`src/rtl/hazard_controller_pkg.sv`:
```
// Shared types for the pipeline hazard sequencer: controller state encoding,
// the bundled stall/flush control bus and the register-match helper.
package hazard_controller_pkg;

   localparam int REG_W = 5;

   // Sequencer state: free-running, waiting on the multiplier, or waiting on data memory.
   typedef enum logic [1:0] {
      RUN      = 2'd0,
      MUL_WAIT = 2'd1,
      MEM_WAIT = 2'd2
   } HAZ_STATE;

   // The nine per-stage controls, bundled so the pipeline top wires one bus.
   typedef struct packed {
      logic pc_hold;
      logic if_id_hold;
      logic bubble_hold;
      logic ex_hold;
      logic mem_bubble;
      logic mem_hold;
      logic wb_bubble;
      logic flush_if_id;
      logic flush_id_ex;
   } STALL_CTRL;

   // A source read depends on a destination only when it is really read and
   // the destination is not x0 (writes to x0 are discarded).
   function automatic logic reg_match(input logic used,
                                      input logic [REG_W-1:0] rs,
                                      input logic [REG_W-1:0] rd);
      return used & (rs == rd) & (rd != '0);
   endfunction

endpackage

```
`src/rtl/hazard_controller_detect.sv`:
```
// Combinational load-use comparator: flags an ID instruction that reads the
// destination of a load currently in EX. Kept separate so it can be reused
// for CSR read-after-write checks.
module hazard_detect
   import hazard_controller_pkg::*;
(
   input  logic             id_valid,
   input  logic [REG_W-1:0] id_rs1,
   input  logic [REG_W-1:0] id_rs2,
   input  logic             id_uses_rs1,
   input  logic             id_uses_rs2,
   input  logic             ex_valid,
   input  logic             ex_is_mem_read,
   input  logic [REG_W-1:0] ex_wd,
   output logic             load_use
);

   assign load_use = id_valid & ex_valid & ex_is_mem_read &
                     (reg_match(id_uses_rs1, id_rs1, ex_wd) |
                      reg_match(id_uses_rs2, id_rs2, ex_wd));

endmodule

```
`src/rtl/hazard_controller.sv`:
```
// Pipeline stall/flush sequencer. Controls are combinational from the current
// state and inputs; the state, multiplier watchdog and performance counters
// are registered. Priority: mem wait > mul wait > branch flush > load-use.
module hazard_controller
   import hazard_controller_pkg::*;
#(
   parameter int MUL_TIMEOUT = 64,
   parameter int CNT_W       = 64
)(
   input  logic             clk,
   input  logic             rst,
   input  logic             idValid,
   input  logic [REG_W-1:0] idRs1,
   input  logic [REG_W-1:0] idRs2,
   input  logic             idUsesRs1,
   input  logic             idUsesRs2,
   input  logic             exValid,
   input  logic             exIsMemRead,
   input  logic [REG_W-1:0] exWd,
   input  logic             exIsMul,
   input  logic             mulDone,
   input  logic             memReq,
   input  logic             memReady,
   input  logic             branchTaken,
   output logic             pcHold,
   output logic             ifIdHold,
   output logic             bubbleHold,
   output logic             exHold,
   output logic             memBubble,
   output logic             memHold,
   output logic             wbBubble,
   output logic             flushIfId,
   output logic             flushIdEx,
   output logic             mulTimeout,
   output logic [CNT_W-1:0] stallCycles,
   output logic [CNT_W-1:0] flushCount
);

   localparam int             TMO_W    = $clog2(MUL_TIMEOUT + 1);
   // The watchdog fires on the last permitted MUL_WAIT cycle, so the op has
   // been stalled for exactly MUL_TIMEOUT cycles when the release happens.
   localparam logic [TMO_W-1:0] TMO_LAST = TMO_W'(MUL_TIMEOUT - 1);

   HAZ_STATE         state;
   HAZ_STATE         state_next;
   logic [TMO_W-1:0] tmo_cnt;
   STALL_CTRL        ctrl;

   logic load_use_raw;
   logic mem_cond;
   logic mem_stall;
   logic mul_cond;
   logic tmo_hit;
   logic mul_stall;
   logic tmo_release;
   logic flush;
   logic load_use;

   hazard_detect u_detect (
      .id_valid       (idValid),
      .id_rs1         (idRs1),
      .id_rs2         (idRs2),
      .id_uses_rs1    (idUsesRs1),
      .id_uses_rs2    (idUsesRs2),
      .ex_valid       (exValid),
      .ex_is_mem_read (exIsMemRead),
      .ex_wd          (exWd),
      .load_use       (load_use_raw)
   );

   // Resolve the hazard priority into stage controls and pick the next state.
   always_comb begin
      ctrl        = '0;
      state_next  = RUN;

      mem_cond    = memReq & ~memReady;
      // The completion cycle of a memory wait is still held.
      mem_stall   = mem_cond | (state == MEM_WAIT);
      mul_cond    = exValid & exIsMul & ~mulDone;
      tmo_hit     = (state == MUL_WAIT) & (tmo_cnt == TMO_LAST);
      mul_stall   = mul_cond & ~mem_stall & ~tmo_hit;
      tmo_release = mul_cond & ~mem_stall & tmo_hit;
      // A branch seen during a stall stays asserted (EX is frozen) and is
      // taken on the first free cycle.
      flush       = branchTaken & ~mem_stall & ~mul_stall;
      load_use    = load_use_raw & ~mem_stall & ~mul_stall & ~flush;

      ctrl.pc_hold     = mem_stall | mul_stall | load_use;
      ctrl.if_id_hold  = mem_stall | mul_stall | load_use;
      ctrl.bubble_hold = load_use;
      ctrl.ex_hold     = mem_stall | mul_stall;
      ctrl.mem_bubble  = mul_stall;
      ctrl.mem_hold    = mem_stall;
      ctrl.wb_bubble   = mem_stall;
      ctrl.flush_if_id = flush;
      ctrl.flush_id_ex = flush;

      if (mem_cond) begin
         state_next = MEM_WAIT;
      end else if (mul_stall) begin
         state_next = MUL_WAIT;
      end else begin
         state_next = RUN;
      end
   end

   assign pcHold     = ctrl.pc_hold;
   assign ifIdHold   = ctrl.if_id_hold;
   assign bubbleHold = ctrl.bubble_hold;
   assign exHold     = ctrl.ex_hold;
   assign memBubble  = ctrl.mem_bubble;
   assign memHold    = ctrl.mem_hold;
   assign wbBubble   = ctrl.wb_bubble;
   assign flushIfId  = ctrl.flush_if_id;
   assign flushIdEx  = ctrl.flush_id_ex;

   // State register plus the multiplier watchdog (zero outside MUL_WAIT, so it
   // restarts from zero on every entry) and its sticky timeout flag.
   always_ff @(posedge clk or posedge rst) begin
      if (rst) begin
         state      <= RUN;
         tmo_cnt    <= '0;
         mulTimeout <= 1'b0;
      end else begin
         state      <= state_next;
         if (state == MUL_WAIT) begin
            tmo_cnt <= tmo_cnt + TMO_W'(1);
         end else begin
            tmo_cnt <= '0;
         end
         mulTimeout <= mulTimeout | tmo_release;
      end
   end

   // Performance counters: stalled cycles and flushes, wrapping naturally.
   always_ff @(posedge clk or posedge rst) begin
      if (rst) begin
         stallCycles <= '0;
         flushCount  <= '0;
      end else begin
         stallCycles <= stallCycles + {{(CNT_W-1){1'b0}}, ctrl.pc_hold};
         flushCount  <= flushCount  + {{(CNT_W-1){1'b0}}, ctrl.flush_id_ex};
      end
   end

endmodule

```
`config.mk`:
```
export PLATFORM = sky130hd
export DESIGN_NAME = hazard_controller
export DESIGN_NICKNAME = d
export VERILOG_FILES = /design/src/rtl/hazard_controller_pkg.sv /design/src/rtl/hazard_controller_detect.sv /design/src/rtl/hazard_controller.sv
export SDC_FILE = /design/constraint.sdc
export NUM_CORES = 1
export LEC_CHECK = 0
export CAP_MARGIN = 25
export CORE_UTILIZATION = 40
export CTS_BUF_LIST = sky130_fd_sc_hd__clkbuf_4
export DETAILED_ROUTE_END_ITERATION = 8
export GPL_TIMING_DRIVEN = 0
export PLACE_DENSITY = 0.67
export SYNTH_ARGS = -nofsm -noshare
export SYNTH_HDL_FRONTEND = slang
export SYNTH_SLANG_ARGS = --single-unit
```
`constraint.sdc`:
```
create_clock -name clk -period 6.05 [get_ports clk]
set_input_delay 0.605 -clock clk [delete_from_list [all_inputs] [get_ports clk]]
set_output_delay 0.605 -clock clk [all_outputs]
set_load 0.02 [all_outputs]
```
==> impl_metrics.env <==
export IMPL_status="finished, final reports clean"
export IMPL_ys_warn_count=0
export IMPL_setup_ws_ns=2.37
export IMPL_cp_start_kind="register"
export IMPL_multiInputGateArea_sq_um=2920
export IMPL_cts_sinks=138
export IMPL_synth_common_cells="138 x dfrtp_1, 79 x xnor2_1, 59 x xor2_1"
export IMPL_vias_per_cell=5.06
export IMPL_antenna_found_initial=0
export IMPL_diodes=0
export IMPL_place_gp_congestion=0.856
export IMPL_synth_cell_area_sq_um=6500
export IMPL_cts_tree="done"
export IMPL_internal_power_uw=1340
export IMPL_cts_buffer_depth=2
export IMPL_grt_pass1_wl_mm=25.3
export IMPL_cts_buffers=17
export IMPL_portBuffers=164
export IMPL_slew_violations=0
export IMPL_synth_edf_count=0
export IMPL_drc=0
export IMPL_ir_drop_mv=0.152
export IMPL_die_area_sq_um=16800
export IMPL_post_cts_setup_buffers=0
export IMPL_crit_family="simple AND/OR/NAND/NOR gates"
export IMPL_swShare_pct=28.0
export IMPL_path_common_cell="ha_1"
export IMPL_finalHoldViolCount=0
export IMPL_synth_async_reset_ratio_pct=100
export IMPL_synthCells=597
export IMPL_synth_top_cells_by_area="dfrtp_1 53%, xnor2_1 11%, xor2_1 7.9%"
export IMPL_wl_mm=15.1
export IMPL_p_sw_uw=522
export IMPL_rsz0062_at_grt="false"
export IMPL_vias=5085
export IMPL_place_hpwl_mm=11.3
export IMPL_grt_pass1_vias=5044
export IMPL_tightest_slew_ns=0.561
export IMPL_seq_area_frac_synth_pct=53.1
export IMPL_clk_latency_ns=0.54
export IMPL_max_slew_margin_pct=62.3
export IMPL_core_sq_um=15900
export IMPL_endpoint_kind="register"
export IMPL_dpl_cell_area_sq_um=8450
export IMPL_initialDrtViolationCount=322
export IMPL_path_buf_inv=2
export IMPL_power_density_nw_per_um2=215
export IMPL_grt_overflow_total=0
export IMPL_cp_max_fo=10
export IMPL_syn_area_per_cell_sq_um=10.9
export IMPL_fillers=1413
export IMPL_clock_fmax_ghz=0.272
export IMPL_cts_hold_buf=0
export IMPL_fin_setup_tns_ns=0
export IMPL_die_width_um=129
export IMPL_wire_per_inst_um=15.1
export IMPL_fin_nets=813
export IMPL_clkTransAtPathRegs_ns=0.11
export IMPL_post_synth_num_cell_types=37
export IMPL_clkPwrFrac_pct=29.3
export IMPL_cts_root_buffer="clkbuf_4"
export IMPL_crit_arrival_ns=4.09
export IMPL_ys_seq_elements=138
export IMPL_pre_cts_slack_ns=1.97
export IMPL_ctsResizeCount=0
export IMPL_synth_top_area_share_pct=53.1
export IMPL_combinationalPowerShare_pct=15.2
export IMPL_crit_chain="ha_1, and3_1, nand3_1, or3_1, a21oi_1, and2_1, ha_1, ha_1, inv_1, nor4_4, and4_4, buf_6, nand4_1, xnor2_1"
export IMPL_drive_above_1_share_pct=6.60
export IMPL_slowest_delay_ns=0.50
export IMPL_ant_nets=0
export IMPL_power_share_sequential_pct=55.5
export IMPL_start_util_pct=40.9
export IMPL_final_area_sq_um=8670
export IMPL_hold_class="in -> async"
export IMPL_first_pass_iters=4
export IMPL_area_growth_pct=33.4
export IMPL_regArea_sq_um=3450
export IMPL_syn_nets=629
export IMPL_min_period_over_period_pct=60.8
export IMPL_cap_viol_max_count=0
export IMPL_cts_max_level=4
export IMPL_cellLeakagePower_uw=0.00382
export IMPL_synthMostInstantiatedCell="dfrtp_1"
export IMPL_synth_main_ff_cell="dfrtp_1"
export IMPL_die_h_um=129
export IMPL_worstSetupPathType="reg -> reg"
export IMPL_crit_slowest_cell="nor4_4"
export IMPL_cp_required_ns=6.46
export IMPL_io_pins=165
export IMPL_track_usage_pct=19.3
export IMPL_yosys_area_top_type="dfrtp_1"
export IMPL_grt_max_degree=96
export IMPL_fin_crit_ns=3.68
export IMPL_finalSetupViolCount=0
export IMPL_finClkSkew_ns=0.0206
export IMPL_rows=46
## flip-flops by register name, indices dropped and copies added (netlist names)
register / flops
flushCount: 64
stallCycles: 64
tmo_cnt: 7
state: 2
mulTimeout: 1
## per-layer routing
metal / vias to the layer above / part of all wire (%) / global-route usage [%]
met5: - / 0 / 0
li1: 2434 / - / -
met2: 150 / 48 / 30.8
met4: 0 / 1.2 / 6.36
met1: 2485 / 45 / 25.3
met3: 16 / 6.3 / 5.70
## placed cells by master (no fill, tap or decap), types with 10 or more instances in the layout
master           instances
and3_1                  12
clkbuf_4                20
clkdlybuf4s50_1        164
dfrtp_1                138
inv_1                   21
nand2_1                 43
nand3_1                 49
nand4_1                 49
nor2_1                  57
nor3_1                  25
nor4_1                  10
xnor2_1                 79
xor2_1                  59
## final timing paths
check	start	end	slack [ns]	cells after the start
setup / recovery	tmo_cnt[0]	flushCount[58]	2.37	14
hold reg to reg	flushCount[63]	flushCount[63]	0.47	1
min in group clk	flushCount[63]	flushCount[63]	0.47	1
setup reg to reg	tmo_cnt[0]	flushCount[58]	2.37	14
max in group asynchronous	rst	stallCycles[9]	4.76	3
hold / removal	rst	flushCount[17]	0.44	2
## layout make-up
| class | count | area share [%] |
|---|---|---|
| plain buffers | 6 | 0.505 |
| flip-flops and latches | 138 | 39.8 |
| multi-input cells | 431 | 33.7 |
| inverters | 22 | 1.01 |
| repair buffers | 165 | 19.2 |
| clock inverters | 6 | 0.909 |
| well taps | 216 | 3.12 |
| clock buffers | 20 | 1.73 |
## cells by family (layout without fill, tap and decap cells)
kind of cell    after synthesis  after routing  share of synthesized area (%)
simple gates                282            282                           24.8
buf+inv                      28            219                           1.94
flops                       138            138                           53.1
fa+ha+maj                     5              5                          0.962
compound gates                6              6                          0.597
xor+xnor                    138            138                           18.6
## through the flow
| stage | std cells | util [%] | hold WS, ns | total power (uW) |
|---|---|---|---|---|
| finish | 1004 | 54.6 | 0.441 | 1870 |
| global placement | 977 | 53.0 | 0.447 | 1330 |
| detailed placement | 978 | 53.2 | 0.461 | 1340 |
| CTS | 1004 | 54.6 | 0.435 | 1890 |
| global route | 1004 | 54.6 | 0.453 | 1960 |
| floorplan | 597 | - | 0.433 | 1190 |
## power by group through the flow
stage / clock network, uW / logic, uW / registers, uW
global placement: 0 / 282 / 1050
finish: 547 / 284 / 1040
global route: 611 / 307 / 1040
CTS: 567 / 290 / 1040
floorplan: 0 / 92.6 / 1100
detailed placement: 0 / 287 / 1050
Power figures use the tool's default switching activity.
